<file path="config.mk">
export PLATFORM = sky130hd
export DESIGN_NAME = sha256_msg_schedule
export DESIGN_NICKNAME = d
export VERILOG_FILES = /design/src/rtl/sha256_msg_schedule.sv
export SDC_FILE = /design/constraint.sdc
export NUM_CORES = 2
export LEC_CHECK = 0
export ABC_CLOCK_PERIOD_IN_PS = 4560
export BUFFER_PORTS_ARGS = -buffer_cell sky130_fd_sc_hd__buf_2
export CAP_MARGIN = 40
export CORE_MARGIN = 4
export CORE_UTILIZATION = 55
export CTS_BUF_LIST = sky130_fd_sc_hd__clkbuf_4 sky130_fd_sc_hd__clkbuf_8
export DETAILED_ROUTE_END_ITERATION = 16
export PLACE_DENSITY_LB_ADDON = 0.12
export SLEW_MARGIN = 40
export SYNTH_ARGS = -nofsm -noshare
export SYNTH_HDL_FRONTEND = slang
export SYNTH_SLANG_ARGS = --single-unit
</file>
<file path="constraint.sdc">
create_clock -name clk -period 4.56 [get_ports clk]
set_input_delay 0.456 -clock clk [delete_from_list [all_inputs] [get_ports clk]]
set_output_delay 0.456 -clock clk [all_outputs]
set_load 0.02 [all_outputs]
</file>
<file path="src/rtl/sha256_msg_schedule.sv">
// SHA-256 message schedule: expands one 512-bit padded block into W0..W63
// with a 16-word sliding window, one word per w_valid/w_ready handshake.
module sha256_msg_schedule #(
    parameter bit MSB_FIRST = 1'b1
) (
    input  logic         clk,
    input  logic         rst_n,
    input  logic         blk_valid,
    output logic         blk_ready,
    input  logic [511:0] blk_data,
    output logic         w_valid,
    input  logic         w_ready,
    output logic [31:0]  w_data,
    output logic [5:0]   w_idx,
    output logic         w_first,
    output logic         w_last
);

    typedef enum logic {IDLE, RUN} state_t;

    state_t      state_q, state_d;
    logic [31:0] win_q [16];
    logic [31:0] win_d [16];
    logic [5:0]  t_q, t_d;
    logic        blk_hs;
    logic        w_hs;
    logic [31:0] new_word;

    function automatic logic [31:0] sig0(input logic [31:0] x);
        return {x[6:0], x[31:7]} ^ {x[17:0], x[31:18]} ^ {3'b000, x[31:3]};
    endfunction

    function automatic logic [31:0] sig1(input logic [31:0] x);
        return {x[16:0], x[31:17]} ^ {x[18:0], x[31:19]} ^ {10'b0, x[31:10]};
    endfunction

    assign w_valid   = (state_q == RUN);
    assign w_data    = win_q[0];
    assign w_idx     = t_q;
    assign w_first   = w_valid && (t_q == 6'd0);
    assign w_last    = w_valid && (t_q == 6'd63);
    // A new block may load on the same edge the terminal word is taken.
    assign blk_ready = (state_q == IDLE) || (w_last && w_ready);
    assign blk_hs    = blk_valid && blk_ready;
    assign w_hs      = w_valid && w_ready;
    assign new_word  = sig1(win_q[14]) + win_q[9] + sig0(win_q[1]) + win_q[0];

    always_comb begin
        state_d = state_q;
        t_d     = t_q;
        for (int i = 0; i < 16; i++) begin
            win_d[i] = win_q[i];
        end
        if (blk_hs) begin
            state_d = RUN;
            t_d     = 6'd0;
            for (int i = 0; i < 16; i++) begin
                win_d[i] = MSB_FIRST ? blk_data[511 - 32*i -: 32] : blk_data[32*i +: 32];
            end
        end else if (w_hs) begin
            for (int i = 0; i < 15; i++) begin
                win_d[i] = win_q[i + 1];
            end
            win_d[15] = new_word;
            if (t_q == 6'd63) begin
                state_d = IDLE;
            end else begin
                t_d = t_q + 6'd1;
            end
        end
    end

    always_ff @(posedge clk or negedge rst_n) begin
        if (!rst_n) begin
            state_q <= IDLE;
            t_q     <= 6'd0;
            for (int i = 0; i < 16; i++) begin
                win_q[i] <= 32'd0;
            end
        end else begin
            state_q <= state_d;
            t_q     <= t_d;
            for (int i = 0; i < 16; i++) begin
                win_q[i] <= win_d[i];
            end
        end
    end

endmodule

</file>
==> impl_metrics.tcl <==
set metrics [dict create \
    wirelength_mm 111.3 \
    synth_common_cells "nand2_1 (1009), nor2_1 (520), dfrtp_1 (519)" \
    layout.nets 4709 \
    syn_inst 3446 \
    finalCriticalPeriod_ps 4400 \
    drv_cap 0 \
    syn-num-nets 4057 \
    grt_max_degree 233 \
    root_buffer "clkbuf_8" \
    grt_pass1_vias 28080 \
    io_pins 558 \
    ys_warn_count 0 \
    fp.dieW_um 234.8 \
    synth_top_area_cell "dfrtp_1" \
    antenna_found_initial 10 \
    path_class "register to register" \
    synth-edff-count 0 \
    cp.required_ps 5200 \
    drc 0 \
    ant_nets 0 \
    tightest_slew_ps 826.5 \
    max-slew-margin-rel_pct 44.90 \
    ys.flop_type "dfrtp_1" \
    rsz0062_at_grt "false" \
    clkTransAtPathRegs_ps 60 \
    cts_tree "built" \
    viasPerCell 5.875 \
    clk_path_buf_depth 3 \
    timing.critical_path.buf_inv 1 \
    endpoint_kind "register" \
    cpMostUsedCell "fa_1" \
    finClkSkew_ps 26.03 \
    place_ws_ps 100.2 \
    yosysUniqueCellTypes 71 \
    crit_family "adder cells" \
    track_usage_pct 39.17 \
    core-area_um2 50480 \
    final_cell_area_um2 35910 \
    synth_area_leaders "dfrtp_1 (46%), nand2_1 (13%), a31oi_1 (11%), nor2_1 (6.9%), fa_1 (4.4%)" \
    syn2layout_area_growth_pct 26.93 \
    start_util_pct 56.04 \
    yosysTopAreaCellShare_pct 45.91 \
    place_area_um2 30800 \
    final_util_pct 71.13 \
    hold_class "input pin to register" \
    power.density_nw_per_um2 818.2 \
    rows 82 \
    vias 28520 \
    numCtsBuffers 89 \
    die_h_um 234.8 \
    firstDrtPassIters 6 \
    clock_sinks 519 \
    power_mw 29.38 \
    crit_start "win_q[43]" \
    startpoint_type "register" \
    ys_seq_area_share_pct 45.91 \
    place_hpwl_mm 78.30 \
    gp_congestion 1.011 \
    reg2reg_from "win_q[43]" \
    slowest_delay_ps 500 \
    hold_viol_final 0 \
    min-delay-start "blk_data[330]" \
    ir_drop_mv 0.6979 \
    nFillCells 3760 \
    port_buffers 557 \
    worst-path-max-fanout 5 \
    grt_overflow 0 \
    cpMaxStageDelayCell "fa_1" \
    cts_setup_buffers 0 \
    synth_area_um2 28290 \
    drtIter0Drc 3596 \
    post_drt_wl_per_cell_um 22.93 \
    reg2reg_setup_slack_ps 160 \
    synth-seq-cells 519 \
    tns_ps 0 \
    clk_latency_ps 710 \
    dieArea_um2 55130 \
    path_cells "xor2_1 > xnor2_2 > fa_1 > inv_1 > fa_1 > ha_1 > fa_1 > a211oi_2 > o21ai_2 > a211oi_4 > o221ai_2 > a31oi_1 > mux2_1 > a21oi_2" \
    synth-async-reset-ratio_pct 100.0 \
    finalCritPeriodShare_pct 96.50 \
    h-tree-depth 3 \
    postLayoutSetupSlackWorst_ps 159.8 \
    layout-drive-gt1-share_pct 18.83 \
    setup_violations 0 \
    critPathArrivalTime_ps 5040 \
    synth.most_common_cell "nand2_1" \
    maxSlewViolCount 0 \
    outcome "completed" \
    fmax_mhz 227.3 \
    p_leak_nw 16.94 \
    grt_pass1_wl_mm 167.6 \
    avgSynthCellArea_um2 8.209 \
]
sequential cells by signal, summed over array words and instances (netlist names):
register / count
win_q: 480
w_data: 32
w_idx: 6
w_valid: 1
final cells by class:
type / instances / area, um2 / share of cell area [%]
repair buffers: 888 / 6304 / 17.56
multi-input cells: 2475 / 13240 / 36.87
well taps: 672 / 840.8 / 2.342
clock buffers: 150 / 1877 / 5.227
inverters: 125 / 469.2 / 1.307
flip-flops and latches: 519 / 12990 / 36.17
diodes: 8 / 20.02 / 0.05575
clock inverters: 17 / 171.4 / 0.4774
stage by stage:
step | hold slack, ps | cells
3_5_place_dp | 471.1 | 4380
6_report | 20.05 | 4854
3_3_place_gp | 464.9 | 4379
4_1_cts | 0.02809 | 4844
5_1_grt | -2.342 | 4854
2_1_floorplan | 160.4 | 3446
path summary, 6_finish.rpt:
| check | cells after the start | end |
|---|---|---|
| worst min register to register | 2 | win_q[3] |
| min in group asynchronous | 2 | win_q[127] |
| worst max register to register | 14 | win_q[27] |
| worst min-delay path | 3 | win_q[330] |
| max in group asynchronous | 4 | win_q[38] |
| worst max-delay path | 14 | win_q[27] |
power by group:
part	leakage, nW	internal (mW)	switching (mW)
registers	5.23	5.83	1.18
clock network	1.08	2.73	2.06
logic	10.6	6.80	10.8
total	16.9	15.4	14.0
kinds of logic (layout without fill, tap and decap cells):
logic type | after synthesis | after routing | share of synthesized area, %
AND/OR/NAND/NOR | 1584 | 1584 | 21.51
flip-flops | 519 | 519 | 45.91
multiplexers | 10 | 10 | 0.3671
AO/OA/AOI/OAI | 643 | 643 | 14.54
buffers and inverters | 452 | 1180 | 7.395
XOR/XNOR | 143 | 143 | 4.427
other | 0 | 8 | 0
adder cells (fa/ha/maj) | 95 | 95 | 5.847
cells in the final DEF (no fill, tap or decap), drive strengths merged, types with 4 or more instances in the layout:
cell,n
nand2,1009
buf,591
nor2,521
dfrtp,519
a31oi,488
dlygate4sd3,297
clkbuf,150
inv,130
xnor2,88
fa,62
xor2,55
a21oi,54
ha,33
o21ai,31
nand4,13
a21o,13
o22ai,10
nor3,9
o21a,9
a211oi,9
diode,8
nand3,8
mux2i,7
clkinv,7
nand2b,5
a221oi,5
a22oi,4
and3,4
and2,4
repair_timing:
item                                    in CTS  in global routing
gates resized for setup                      0                  1
endpoints found under the setup margin       0                  1
hold endpoints to repair                   381                  0
hold buffers                               297                  0
tightest hold or removal path, stage by stage:
cell,delay (ps)
buf_2,100
nand2_1,50
a31oi_1,70
layer usage:
| metal | GRT usage [%] | vias to the layer above | part of all wire [%] |
|---|---|---|---|
| li1 | - | 12650 | - |
| met5 | 0 | - | 0 |
| met3 | 8.126 | 325 | 9.3 |
| met4 | 20.18 | 0 | 6.0 |
| met1 | 52.27 | 13760 | 39 |
| met2 | 61.09 | 1787 | 46 |
Note: power is estimated with default switching activity, not from simulation.
